<file path="src/rtl/servo_pulse_decoder.sv">
// servo_pulse_decoder: measures one RC servo/PPM channel. Reports the high time and
// the rise-to-rise period in microseconds, tracks lock, and reverts to the centre
// setpoint when the input goes quiet for too long.
module servo_pulse_decoder #(
    parameter int CLK_DIV    = 6,
    parameter int MIN_US     = 500,
    parameter int MAX_US     = 1500,
    parameter int CENTER_US  = 1000,
    parameter int TIMEOUT_US = 50000
) (
    input  logic        clk,
    input  logic        rst,
    input  logic        ppm_in,
    output logic [15:0] pulse_us,
    output logic [15:0] period_us,
    output logic        valid,
    output logic        err_range,
    output logic        lost,
    output logic        signal_ok
);

    localparam int              PW         = $clog2(CLK_DIV);
    localparam logic [PW-1:0]   PRESC_LAST = PW'(CLK_DIV - 1);
    localparam logic [15:0]     CNT_MAX    = 16'hFFFF;
    localparam logic [15:0]     TO_CNT     = 16'(TIMEOUT_US);
    localparam logic [15:0]     MIN_CNT    = 16'(MIN_US);
    localparam logic [15:0]     MAX_CNT    = 16'(MAX_US);
    localparam logic [15:0]     CENTER_CNT = 16'(CENTER_US);

    typedef enum logic [1:0] {
        WAIT_RISE,
        HIGH,
        LOW
    } state_t;

    state_t        state;
    logic          sync_a;
    logic          ppm_s;
    logic          ppm_d;
    logic [PW-1:0] presc;
    logic [15:0]   width_cnt;
    logic [15:0]   period_cnt;
    logic [15:0]   hold_w;

    logic          rise;
    logic          fall;
    logic          tick;
    logic [15:0]   width_inc;
    logic [15:0]   period_inc;
    logic          timeout_hit;

    assign rise = ppm_s & ~ppm_d;
    assign fall = ~ppm_s & ppm_d;
    assign tick = (presc == PRESC_LAST);

    // Counter values including this cycle's tick; used both for counting and for
    // capture so an edge landing on a tick still sees the full microsecond.
    assign width_inc  = (tick && width_cnt  != CNT_MAX) ? width_cnt  + 16'd1 : width_cnt;
    assign period_inc = (tick && period_cnt != CNT_MAX) ? period_cnt + 16'd1 : period_cnt;

    // Period counter runs alongside width counter while HIGH, so one compare per state covers both timeouts.
    assign timeout_hit = ((state == HIGH) && (width_cnt  == TO_CNT)) ||
                         ((state == LOW)  && (period_cnt == TO_CNT));

    // Two-flop synchroniser for the asynchronous pin plus one delay stage for edge detect.
    always_ff @(posedge clk) begin
        // NOTE: sequential state uses non-blocking assignments so every flop samples pre-edge values.
        if (rst) begin
            sync_a <= 1'b0;
            ppm_s  <= 1'b0;
            ppm_d  <= 1'b0;
        end else begin
            sync_a <= ppm_in;
            ppm_s  <= sync_a;
            ppm_d  <= ppm_s;
        end
    end

    // Microsecond prescaler; realigned on every rise so measurements start on a tick boundary.
    always_ff @(posedge clk) begin
        if (rst || rise || tick) begin
            presc <= '0;
        end else begin
            presc <= presc + PW'(1);
        end
    end

    // Measurement FSM with registered result, strobe and lock outputs.
    always_ff @(posedge clk) begin
        if (rst) begin
            // NOTE: every register here, hold_w included, is reset so a reset mid-pulse leaves no stale measurement.
            state      <= WAIT_RISE;
            width_cnt  <= '0;
            period_cnt <= '0;
            hold_w     <= '0;
            pulse_us   <= CENTER_CNT;
            period_us  <= '0;
            valid      <= 1'b0;
            err_range  <= 1'b0;
            lost       <= 1'b0;
            signal_ok  <= 1'b0;
        end else begin
            valid     <= 1'b0;
            err_range <= 1'b0;
            lost      <= 1'b0;
            if (timeout_hit) begin
                // Timeout outranks a coincident rise; that rise is dropped.
                lost       <= signal_ok;
                signal_ok  <= 1'b0;
                pulse_us   <= CENTER_CNT;
                period_us  <= '0;
                width_cnt  <= '0;
                period_cnt <= '0;
                state      <= WAIT_RISE;
            end else begin
                case (state)
                    WAIT_RISE: begin
                        if (rise) begin
                            width_cnt  <= '0;
                            period_cnt <= '0;
                            state      <= HIGH;
                        end
                    end
                    HIGH: begin
                        width_cnt  <= width_inc;
                        period_cnt <= period_inc;
                        if (fall) begin
                            hold_w <= width_inc;
                            state  <= LOW;
                        end
                    end
                    LOW: begin
                        if (rise) begin
                            if (hold_w >= MIN_CNT && hold_w <= MAX_CNT) begin
                                pulse_us  <= hold_w;
                                period_us <= period_inc;
                                valid     <= 1'b1;
                                signal_ok <= 1'b1;
                            end else begin
                                err_range <= 1'b1;
                            end
                            width_cnt  <= '0;
                            period_cnt <= '0;
                            state      <= HIGH;
                        end else begin
                            period_cnt <= period_inc;
                        end
                    end
                    default: begin
                        state <= WAIT_RISE;
                    end
                endcase
            end
        end
    end

endmodule

</file>
<file path="config.mk">
export PLATFORM = sky130hd
export DESIGN_NAME = servo_pulse_decoder
export DESIGN_NICKNAME = d
export VERILOG_FILES = /design/src/rtl/servo_pulse_decoder.sv
export SDC_FILE = /design/constraint.sdc
export NUM_CORES = 1
export LEC_CHECK = 0
export CAP_MARGIN = 20
export CORE_MARGIN = 2
export CORE_UTILIZATION = 30
export CTS_CLUSTER_SIZE = 28
export DETAILED_ROUTE_END_ITERATION = 16
export GPL_TIMING_DRIVEN = 0
export PLACE_DENSITY = 0.47
export SETUP_SLACK_MARGIN = 0.5
export SLEW_MARGIN = 20
export SYNTH_ARGS = -nofsm -noshare
export SYNTH_HDL_FRONTEND = slang
export SYNTH_SLANG_ARGS = --single-unit
</file>
<file path="constraint.sdc">
create_clock -name clk -period 3.8 [get_ports clk]
set_input_delay 0.95 -clock clk [delete_from_list [all_inputs] [get_ports clk]]
set_output_delay 0.95 -clock clk [all_outputs]
set_load 0.02 [all_outputs]
</file>
# Word level (Yosys, flattened, before mapping)

Cells that the tools add are included.

Add/sub/neg operators: 3
Order comparisons: 2
Equality and inequality tests: 10
Mux-type cells: 11
Bitwise logic cells: 7
Reduce and logical (&&, ||, !) cells: 20

Operators with widths:

| operator                | number |
|---|---|
| $mux W16                | 4 |
| $pmux W16 S3            | 1 |
| $add A16 B1 Y16 const B | 2 |
| $eq A16 B16 Y1 const B  | 2 |
| $ne A16 B16 Y1 const B  | 2 |
| $pmux W16 S2            | 1 |
| $ge A16 B9 Y1 const B   | 1 |
| $le A16 B11 Y1 const B  | 1 |
| $reduce_and A2 Y1       | 3 |
| $reduce_and A3 Y1       | 2 |
| $reduce_or A2 Y1        | 3 |
| $logic_and A1 B1 Y1     | 5 |
| $not A1 Y1              | 5 |
| $mux W2                 | 2 |
| $ne A2 B2 Y1 const B    | 2 |
| $pmux W2 S2             | 1 |
| $reduce_or A4 Y1        | 1 |
| $add A3 B1 Y3 const B   | 1 |
| $eq A3 B3 Y1 const B    | 1 |
| $logic_or A1 B1 Y1      | 3 |
| $reduce_bool A3 Y1      | 1 |
| $and A1 B1 Y1           | 2 |
| $eq A2 B1 Y1 const B    | 1 |
| $eq A2 B2 Y1 const B    | 1 |
| 4 further kinds         | 5 |

Flip-flop bits (word level): 92
Bits of input ports: 3
Output and inout bits: 36
Logic and storage cells: 67

# Depth between registers and ports, before layout

Gate-level depths: netlist of the first run.

Depth in word-level cells: 5
Gate-level depth with buffers: 9
Mapped depth without buffers: 7

# Worst setup path after synthesis of the first run

No wires, ideal clock.

Kind: register to register
From: register width_cnt[0]
To: register width_cnt[13]
Library setup time: 0.091 ns
Arrival time: 1.923 ns
Data required time: 3.709 ns
Path slack: 1.787 ns
Cell stages (with the launch flop): 9
Path buffers: 2
Period minus slack after synthesis: 2.013 ns
Path through: dfxtp_1 ha_1 nand4_1 or4_4 buf_6 buf_8 nand3_2 nand2_1 a311oi_1

Longest elaborated chain between the ends: 4
Elaborated cells on any way between the ends: 9
Those cells by class: 1 x add/sub; 2 x eq/ne; 2 x mux; 4 x reduce/logical

RTL lines:

| item                                                                    | line | RTL |
|---|---|---|
| start, declared                                                         | 41   | `logic [15:0] width_cnt;` |
| start signal, assigned                                                  | 125  | `width_cnt <= width_inc;` |
| parallel branches: the longest is 4 deep, another holds $add A16 B1 Y16 | --   |  |

Several ways; the timed one is not identified.
A chain may end at the register's enable or synchronous reset.

# Worst setup path after layout of the first run

From: register state[0]
To: register width_cnt[13]

Longest elaborated chain between the ends: 4
Elaborated cells on any way between the ends: 12
Those cells by class: 3 x eq/ne; 1 x mux; 8 x reduce/logical

RTL lines:

| item                                                                          | line    | RTL |
|---|---|---|
| start, declared                                                               | 36      | `state_t state;` |
| start signal, assigned                                                        | 92      | `state <= WAIT_RISE;` |
| start signal, assigned                                                        | 114     | `state <= WAIT_RISE;` |
| start signal, assigned                                                        | 121     | `state <= HIGH;` |
| $eq A2 B2 Y1 (tied with other cells)                                          | 63, 116 |  |
| $reduce_or A2 Y1 (no source line) (tied with other cells)                     | --      |  |
| $ne A2 B1 Y1 (no source line) (tied with other cells)                         | --      |  |
| $reduce_and A2 Y1 (no source line) / $reduce_or A2 Y1 (equally long branches) | --      |  |

Several ways; a longest one is shown, not always the timed one.

==> results of run 1 <==
worst paths after layout:
| check | startpoint | to | slack [ps] | cells past startpoint |
|---|---|---|---|---|
| hold reg to reg | sync_a | ppm_s | 440 | 1 |
| setup reg to reg | state[0] | width_cnt[13] | 1220 | 9 |
| setup / recovery | state[0] | width_cnt[13] | 1220 | 9 |
| hold / removal | sync_a | ppm_s | 440 | 1 |
routing by layer:
| metal | vias up | track usage |
|---|---|---|
| li1 | 2149 | - |
| met1 | 2087 | 0.2533 |
| met2 | 112 | 0.2630 |
| met3 | 23 | 0.02419 |
| met4 | 0 | 0.07211 |
| met5 | - | 0 |
cells in the mapped netlist (all sizes together), types with 13 or more instances:
cell type,instances
a211oi,25
a21oi,34
a311oi,24
buf,30
clkbuf,18
dfxtp,92
mux2i,16
nand2,51
nand3,24
nand4,14
nor2,53
nor3,17
o21ai,13
report_power, final:
part / switching (mW) / internal, mW / total, mW
clock network: 0.436 / 0.522 / 0.958
registers: 0.00325 / 0.968 / 0.972
logic: 0.0465 / 0.0172 / 0.0637
total: 0.485 / 1.51 / 1.99
layout make-up:
class / count / share of cell area
plain buffers: 48 / 0.04627
clock buffers: 9 / 0.03928
well taps: 216 / 0.04714
inverters: 9 / 0.005893
clock inverters: 7 / 0.01440
repair buffers: 37 / 0.06460
multi-input cells: 407 / 0.4612
flip-flops and latches: 92 / 0.3213
cells by family after synthesis:
| kind of cell | Yosys count |
|---|---|
| simple gates | 231 |
| mux | 17 |
| flops | 92 |
| buf+inv | 57 |
| compound gates | 129 |
| fa+ha+maj | 10 |
| xor+xnor | 20 |
sequential cells by signal, summed over array words and instances (netlist names):
register and flops:
period_cnt 16, presc 3, period_us 16, signal_ok 1
err_range 1, width_cnt 16, valid 1, pulse_us 16
state 2, sync_a 1, lost 1, ppm_s 1
hold_w 16, ppm_d 1
==> reports/results.ini, run 1 <==
[power_and_ir_drop]
p_leak_nw = 1.750
vdd_drop_max_mv = 0.2358
finalPower_mw = 1.993
power_density_nw_per_um2 = 347.7

[synth]
synth_compound_area_frac = 0.1859
synth.avg_cell_area_sq_um = 8.605
synth_top_family_by_area = simple AND/OR/NAND/NOR gates
syn_area_sq_um = 4785
synthFlopType = dfxtp_1
synth_nets = 569
synth-simple-area-share = 0.2680
synth_top_area_frac = 0.3849
synth_seq_cells = 92
ys_async_sr_fraction = 0
muxShareOfSynthArea = 0.03583
netlist_instances = 556
synthAdderAreaFrac = 0.02615
yosys_warnings = 0
synth_xor_area_frac = 0.03661
yosysTopAreaCell = dfxtp_1
synthTopCellsByArea = dfxtp_1 38%, a311oi_1 4.2%, nor2_1 4.2%, a211oi_1 3.9%, nand2_1 3.8%
synth.distinct_cells = 63
synth-edff-count = 0
ys_seq_area_frac = 0.3849

[routing]
firstDrtPassIters = 5
wl_met2_microns = 6074
wl_met1_microns = 7223
routed_via_density = 5.298
drc = 0
num_vias = 4371
met3WireLength_microns = 622
drt-initial-drc-count = 335
wire_per_inst_microns = 17.30
ant_nets = 0
top_layer = met4
wl_microns = 14270

[cts]
cts_resized = 0
clk_pin_slew_worst_paths_ps = 70
cts_tree = built
clockRootBuffer = clkbuf_16
h-tree-depth = 3
postCtsSetupRepairBufs = 0
hold_buffers = 0
clk_path_buf_depth = 2
clkSinkCount = 92
cts_made_buffers = 9
insertion_delay_ps = 360

[layout]
seq_area_sq_um = 1842
nNetsFinal = 617
fill_cells = 1651
layout_common_cells = 92 x dfxtp_1, 53 x nor2_1, 49 x nand2_1
final_common_cell = dfxtp_1
final_layout_size_suffix_gt1_frac = 0.1117
antennaDiodeCount = 0
final_area_sq_um = 5733
multiInputGateArea_sq_um = 2644
area_growth_pct = 19.82
final-instance-count-excl-fill = 825
final_core_utilization = 0.3649

[place]
gp_congestion = 0.8615
place_inst = 809
post_dp_cell_area_sq_um = 5425
place_ws_ps = 1179
dp_hpwl_microns = 10660
numPortBuffers = 37

[setup_path]
path_class = flip-flop to flip-flop
worstPathMaxFanout = 10
critPathSlowestCell = clkbuf_1
crit_arrival_ps = 2780
crit_buf_inv = 3
cp.required_ps = 4000
worst_setup_path_start_kind = flip-flop
slowest_delay_ps = 550
cp-end-kind = flip-flop
cpLargestDelayFamily = simple AND/OR/NAND/NOR gates
path_cells = inv_1, ha_1, nor4bb_1, nand4_1, and2_1, nand2b_1, buf_2, clkbuf_1, a311oi_1

[floorplanning]
coreArea_sq_um = 15710
io-pin-count = 39
dieArea_sq_um = 16970
start_util = 0.3045
die_y_microns = 130.3
chipWidth_microns = 130.3
placementRows = 46

[global_route]
grt_pass1_vias = 4111
grtUsageTotal = 0.1757
grt_max_degree = 18
antenna_found_initial = 0
grt_pass1_wl_microns = 22800
grt-ovfl-total = 0

[sta]
finalHoldViolations = 0
period_minus_slack_ps = 2580
setup_violations = 0
tns_ps = 0
max_freq_ghz = 0.3876
worst_hold_slack_ps = 441.4
fin_worst_skew_ps = 8.444
rsz0062_at_grt = false
setup_slack_ps = 1220
maxSlewHeadroom = 0.3909
fin_crit_sh = 0.6790
tightestPinTransition_ps = 907.5
slew_viol_final = 0

[run_status]
outcome = finished clean

[run]
drv_cap = 0

[worst_hold_path]
hp-class = flip-flop to flip-flop

Note: power is estimated with default switching activity, not from simulation.
==> run 2, diff against run 1 <==
Settings changed: PLACE_DENSITY 0.47 to 0.48.
Clock period 3.8 ns to 2.2 ns, I/O delays scaled along.
==> reports/results.ini, run 2 (same netlist as run 1, synthesis figures left out) <==
[routing]
firstDrtPassIters = 5  ; unchanged
drc = 0  ; unchanged
wl_microns = 16510  ; was 14270 microns
num_vias = 4843  ; was 4371
wire_per_inst_microns = 18.53  ; was 17.30 microns
drt-initial-drc-count = 387  ; was 335
ant_nets = 0  ; unchanged
routed_via_density = 5.435  ; was 5.298

[floorplanning]
coreArea_sq_um = 15710  ; unchanged
start_util = 0.3045  ; unchanged
placementRows = 46  ; unchanged
io-pin-count = 39  ; unchanged
dieArea_sq_um = 16970  ; unchanged
die_y_microns = 130.3  ; unchanged
chipWidth_microns = 130.3  ; unchanged

[place]
gp_congestion = 0.8926  ; was 0.8615
dp_hpwl_microns = 10430  ; was 10660 microns
numPortBuffers = 37  ; unchanged
place_inst = 809  ; unchanged
place_ws_ps = -122.9  ; was 1179 ps

[cts]
cts_tree = built  ; unchanged
clk_path_buf_depth = 2  ; unchanged
insertion_delay_ps = 360  ; about the same
clockRootBuffer = clkbuf_16  ; unchanged
clkSinkCount = 92  ; unchanged
cts_made_buffers = 9  ; unchanged
clk_pin_slew_worst_paths_ps = 80  ; was 70 ps
h-tree-depth = 3  ; unchanged

[sta]
rsz0062_at_grt = true  ; was false
fin_crit_sh = 0.8861  ; was 0.6790
worst_hold_slack_ps = 435.0  ; was 441.4 ps
maxSlewHeadroom = 0.5508  ; was 0.3909
max_freq_ghz = 0.5130  ; was 0.3876 GHz
setup_violations = 0  ; unchanged
period_minus_slack_ps = 1949  ; was 2580 ps
slew_viol_final = 0  ; unchanged
finalHoldViolations = 0  ; unchanged
tns_ps = 0  ; unchanged
tightestPinTransition_ps = 673.8  ; was 907.5 ps
setup_slack_ps = 250.5  ; was 1220 ps
fin_worst_skew_ps = 12.79  ; was 8.444 ps

[layout]
antennaDiodeCount = 0  ; unchanged
final_layout_size_suffix_gt1_frac = 0.4681  ; was 0.1117
final-instance-count-excl-fill = 891  ; was 825
final_core_utilization = 0.4920  ; was 0.3649
area_growth_pct = 61.56  ; was 19.82%
nNetsFinal = 683  ; was 617
layout_common_cells = 65 x dfxtp_1, 52 x buf_4, 46 x nand2_1  ; was 92 x dfxtp_1, 53 x nor2_1, 49 x nand2_1
final_common_cell = dfxtp_1  ; unchanged

[global_route]
grt-ovfl-total = 0  ; unchanged
antenna_found_initial = 0  ; unchanged
grt_pass1_wl_microns = 25430  ; was 22800 microns
grtUsageTotal = 0.1959  ; was 0.1757
grt_max_degree = 19  ; was 18
grt_pass1_vias = 4438  ; was 4111

[setup_path]
worst_setup_path_start_kind = flip-flop  ; unchanged
crit_start = width_cnt[7]  ; was state[0]
reg2reg_depth = 7  ; was 9
path_class = flip-flop to flip-flop  ; unchanged
crit_arrival_ps = 2170  ; was 2780 ps
cp.required_ps = 2420  ; was 4000 ps
r2r-end = hold_w[11]  ; was width_cnt[13]
cp-end-kind = flip-flop  ; unchanged
r2r_start = width_cnt[7]  ; was state[0]
crit_end = hold_w[11]  ; was width_cnt[13]
rrSetupSlack_ps = 250  ; was 1220 ps
worstPathMaxFanout = 7  ; was 10

[power_and_ir_drop]
vdd_drop_max_mv = 0.3715  ; was 0.2358 mV
power_density_nw_per_um2 = 449.1  ; was 347.7 nW/um^2
p_leak_nw = 2.677  ; was 1.750 nW

[run]
drv_cap = 0  ; unchanged

[run_status]
outcome = finished clean  ; unchanged

[worst_hold_path]
hp-class = flip-flop to flip-flop  ; unchanged

[run 2: changes by cell type in the layout (fill, tap and decap cells not counted), sizes merged]
cell / change
clkinv: +4
clkinvlp: -2
buf: +61
bufinv: -1
inv: -1
clkdlybuf4s50: -36
dlygate4sd2: +36
clkbuf: +5
[run 2: layout make-up]
class                      instances  area [sq um]
sequential                        92          1896
tap                              216         270.3
inverter                           9         46.29
clock buffer                       9         225.2
multi-input combinational        407          3575
clock inverter                     7         68.82
fill                            1446          7983
buffer                            48         585.6
timing repair buffer             103          1064
[run 2: worst min path at each step]
stage,start,to,depth (start not counted)
after floorplan,sync_a,ppm_s,1
after global routing,sync_a,ppm_s,1
after CTS,sync_a,ppm_s,1
after detailed placement,sync_a,ppm_s,1
final,sync_a,ppm_s,1
after global placement,sync_a,ppm_s,1
[run 2: critical path, cell delays in order (launching register included)]
cell and delay (ps):
dfxtp_2 430, nand4_4 170, or4_4 560, buf_12 170, nand3_4 120, buf_12 130
xor2_4 150, a211oi_2 80
[run 2: repair_timing]
item | 4_1_cts | 5_1_grt
pin swaps | 49 | 24
cloned | 9 | 3
buffers inserted | 32 | 22
gates resized for setup | 173 | 123
hold buffers | 0 | 0
endpoints found under the setup margin | 122 | 86
[run 2: metal layers]
metal / vias to the layer above / share of wire / GRT usage
li1: 2303 / - / -
met5: - / 0 / 0
met1: 2347 / 0.47 / 0.2766
met3: 24 / 0.053 / 0.02788
met4: 0 / 0.020 / 0.07527
met2: 169 / 0.45 / 0.3021
[run 2: power breakdown]
part | switching [mW] | leakage [nW] | internal [mW]
registers | 0.00774 | 0.758 | 1.66
clock network | 0.768 | 0.144 | 0.795
logic | 0.126 | 1.78 | 0.109
[run 2: stage by stage]
stage,power (mW),cell area (sq um)
2_1_floorplan,1.798,5026
3_3_place_gp,1.836,5667
3_5_place_dp,1.840,5667
4_1_cts,3.478,6994
5_1_grt,3.585,7730
6_report,3.471,7730
==> run 3, diff against run 2 <==
--- a/config.mk
+++ b/config.mk
@@ -6,4 +6,5 @@
 export NUM_CORES = 1
 export LEC_CHECK = 0
+export ABC_AREA = 1
 export CAP_MARGIN = 20
 export CORE_MARGIN = 2
@@ -13,4 +14,5 @@
 export GPL_TIMING_DRIVEN = 0
 export PLACE_DENSITY = 0.48
+export RECOVER_POWER = 25
 export SETUP_SLACK_MARGIN = 0.5
 export SLEW_MARGIN = 20
==> constraint.sdc (replaced) <==
create_clock -name clk -period 2.2 [get_ports clk]
set_input_delay 0.44 -clock clk [delete_from_list [all_inputs] [get_ports clk]]
set_output_delay 0.44 -clock clk [all_outputs]
set_load 0.02 [all_outputs]
==> reports/results.ini, run 3 <==
[cts]
hold_buffers = 0  ; unchanged
clockRootBuffer = clkbuf_16  ; unchanged
cts_tree = built  ; unchanged
clk_path_buf_depth = 2  ; unchanged
cts_made_buffers = 9  ; unchanged
clk_pin_slew_worst_paths_ps = 70  ; was 80 ps
clkSinkCount = 92  ; unchanged
insertion_delay_ps = 360  ; about the same
h-tree-depth = 3  ; unchanged

[sta]
fin_worst_skew_ps = 10.21  ; was 12.79 ps
tightestPinTransition_ps = 582.5  ; was 673.8 ps
worst_hold_slack_ps = 437.0  ; was 435.0 ps
setup_violations = 0  ; unchanged
fin_crit_sh = 0.7523  ; was 0.8861
tns_ps = 0  ; unchanged
finalHoldViolations = 0  ; unchanged
setup_slack_ps = 545.0  ; was 250.5 ps
maxSlewHeadroom = 0.6117  ; was 0.5508
period_minus_slack_ps = 1655  ; was 1949 ps
rsz0062_at_grt = true  ; unchanged
max_freq_ghz = 0.6042  ; was 0.5130 GHz
slew_viol_final = 0  ; unchanged

[layout]
final-instance-count-excl-fill = 1057  ; was 891
final_common_cell = nand2_1  ; was dfxtp_1
area_growth_pct = 38.38  ; was 61.56%
fill_cells = 1696  ; was 1446
final_core_utilization = 0.4243  ; was 0.4920
multiInputGateArea_sq_um = 2957  ; was 3575 sq um
layout_common_cells = 226 x nand2_1, 89 x nor2_1, 77 x inv_1  ; was 65 x dfxtp_1, 52 x buf_4, 46 x nand2_1
final_layout_size_suffix_gt1_frac = 0.2438  ; was 0.4681
nNetsFinal = 849  ; was 683
antennaDiodeCount = 0  ; unchanged
seq_area_sq_um = 1889  ; was 1896 sq um

[synth]
yosysTopAreaCell = dfxtp_1  ; unchanged
yosysMostFrequentCell = nand2_1  ; was dfxtp_1
synthTopCellsByArea = dfxtp_1 38%, nand2_1 19%, nor2_1 7.7%, inv_1 6.6%, a21oi_1 5.4%  ; was dfxtp_1 38%, a311oi_1 4.2%, nor2_1 4.2%, a211oi_1 3.9%, nand2_1 3.8%
synth.avg_cell_area_sq_um = 6.529  ; was 8.605 sq um
synth_seq_cells = 92  ; unchanged
synth_top_area_frac = 0.3781  ; was 0.3849
yosys_warnings = 0  ; unchanged
syn_area_sq_um = 4871  ; was 4785 sq um
synth_nets = 759  ; was 569
synth.top_cells.by_count = 243 x nand2_1, 100 x nor2_1, 92 x dfxtp_1  ; was 92 x dfxtp_1, 53 x nor2_1, 49 x nand2_1
synth-edff-count = 0  ; unchanged
netlist_instances = 746  ; was 556
ys_async_sr_fraction = 0  ; unchanged
synth.distinct_cells = 35  ; was 63
ys_seq_area_frac = 0.3781  ; was 0.3849
synthFlopType = dfxtp_1  ; unchanged

[worst_hold_path]
hp-class = flip-flop to flip-flop  ; unchanged

[routing]
wire_per_inst_microns = 13.90  ; was 18.53 microns
drt-initial-drc-count = 311  ; was 387
drc = 0  ; unchanged
ant_nets = 0  ; unchanged
num_vias = 4908  ; was 4843
routed_via_density = 4.643  ; was 5.435
firstDrtPassIters = 5  ; unchanged
wl_microns = 14690  ; was 16510 microns

[place]
dp_hpwl_microns = 10270  ; was 10430 microns
place_ws_ps = 37.31  ; was -122.9 ps
gp_congestion = 0.8922  ; was 0.8926
numPortBuffers = 38  ; was 37
place_inst = 1000  ; was 809

[global_route]
grt_max_degree = 18  ; was 19
grt-ovfl-total = 0  ; unchanged
grt_pass1_vias = 4594  ; was 4438
antenna_found_initial = 0  ; unchanged
grt_pass1_wl_microns = 23190  ; was 25430 microns
grtUsageTotal = 0.1660  ; was 0.1959

[power_and_ir_drop]
p_leak_nw = 2.916  ; was 2.677 nW
power_density_nw_per_um2 = 546.8  ; was 449.1 nW/um^2
vdd_drop_max_mv = 0.3988  ; was 0.3715 mV

[floorplanning]
dieArea_sq_um = 17270  ; was 16970 sq um
placementRows = 46  ; unchanged
die_y_microns = 131.4  ; was 130.3 microns
coreArea_sq_um = 15890  ; was 15710 sq um
chipWidth_microns = 131.4  ; was 130.3 microns
start_util = 0.3066  ; was 0.3045
io-pin-count = 39  ; unchanged

[setup_path]
worst_setup_path_start_kind = flip-flop  ; unchanged
crit_arrival_ps = 1950  ; was 2170 ps
cp-end-kind = flip-flop  ; unchanged
path_class = flip-flop to flip-flop  ; unchanged
cp.required_ps = 2490  ; was 2420 ps
worstPathMaxFanout = 7  ; unchanged

[run]
drv_cap = 0  ; unchanged

[run_status]
outcome = finished clean  ; unchanged

-- run 3: final cells by class --
class	instances	area share
timing repair buffer	77	0.1060
sequential	92	0.2803
clock buffer	9	0.03341
tap	216	0.04010
inverter	87	0.04956
clock inverter	7	0.01559
buffer	24	0.03638
multi-input combinational	545	0.4386
-- run 3: cells by family (layout without fill, tap and decap cells) --
group           count (synthesis)  count (layout)  synth area share
simple gates                  432             434            0.3714
buf+inv                       111             204           0.09735
flops                          92              92            0.3781
compound gates                 91              91            0.1094
fa+ha+maj                      10              10           0.02569
xor+xnor                       10              10           0.01798
-- run 3: worst max-delay path, stage by stage, from the launching register on --
cell and delay [ps]:
dfxtp_4 380, ha_4 180, inv_4 40, nor2_4 140, nand2_4 90, o21ai_4 260
buf_12 170, nand2_2 50, o21ai_2 70, nand2_1 100, a21oi_2 120
-- run 3: final timing paths --
check                                   from   endpoint  slack (ps)  depth (start not counted)
worst max-delay path            width_cnt[0]  hold_w[7]         540                         10
worst min-delay path                  sync_a      ppm_s         440                          2
worst max register to register  width_cnt[0]  hold_w[7]         540                         10
worst min register to register        sync_a      ppm_s         440                          2
-- run 3: metrics by stage --
step	instance area (sq um)	power (mW)
CTS	6186	3.703
global route	6740	3.826
finish	6740	3.686
global placement	5525	1.900
floorplan	4875	1.849
detailed placement	5525	1.906
-- run 3: timing repair --
item,in CTS,in global routing
pin swaps,12,33
gates resized for setup,114,102
setup buffers,14,21
gates cloned,0,6
setup endpoints to repair,121,85
-- run 3: power by group --
part | switching [mW] | total, mW | internal [mW]
Clock | 0.717 | 1.73 | 1.02
Sequential | 0.0133 | 1.68 | 1.67
Combinational | 0.168 | 0.269 | 0.101
Total | 0.898 | 3.69 | 2.79
-- run 3: metal layers --
layer	track usage	vias to the layer above	share of wire
met3	0.02855	15	0.035
met4	0.05556	0	0.015
li1	-	2533	-
met1	0.2092	2291	0.46
met2	0.2865	69	0.49
met5	0	-	0
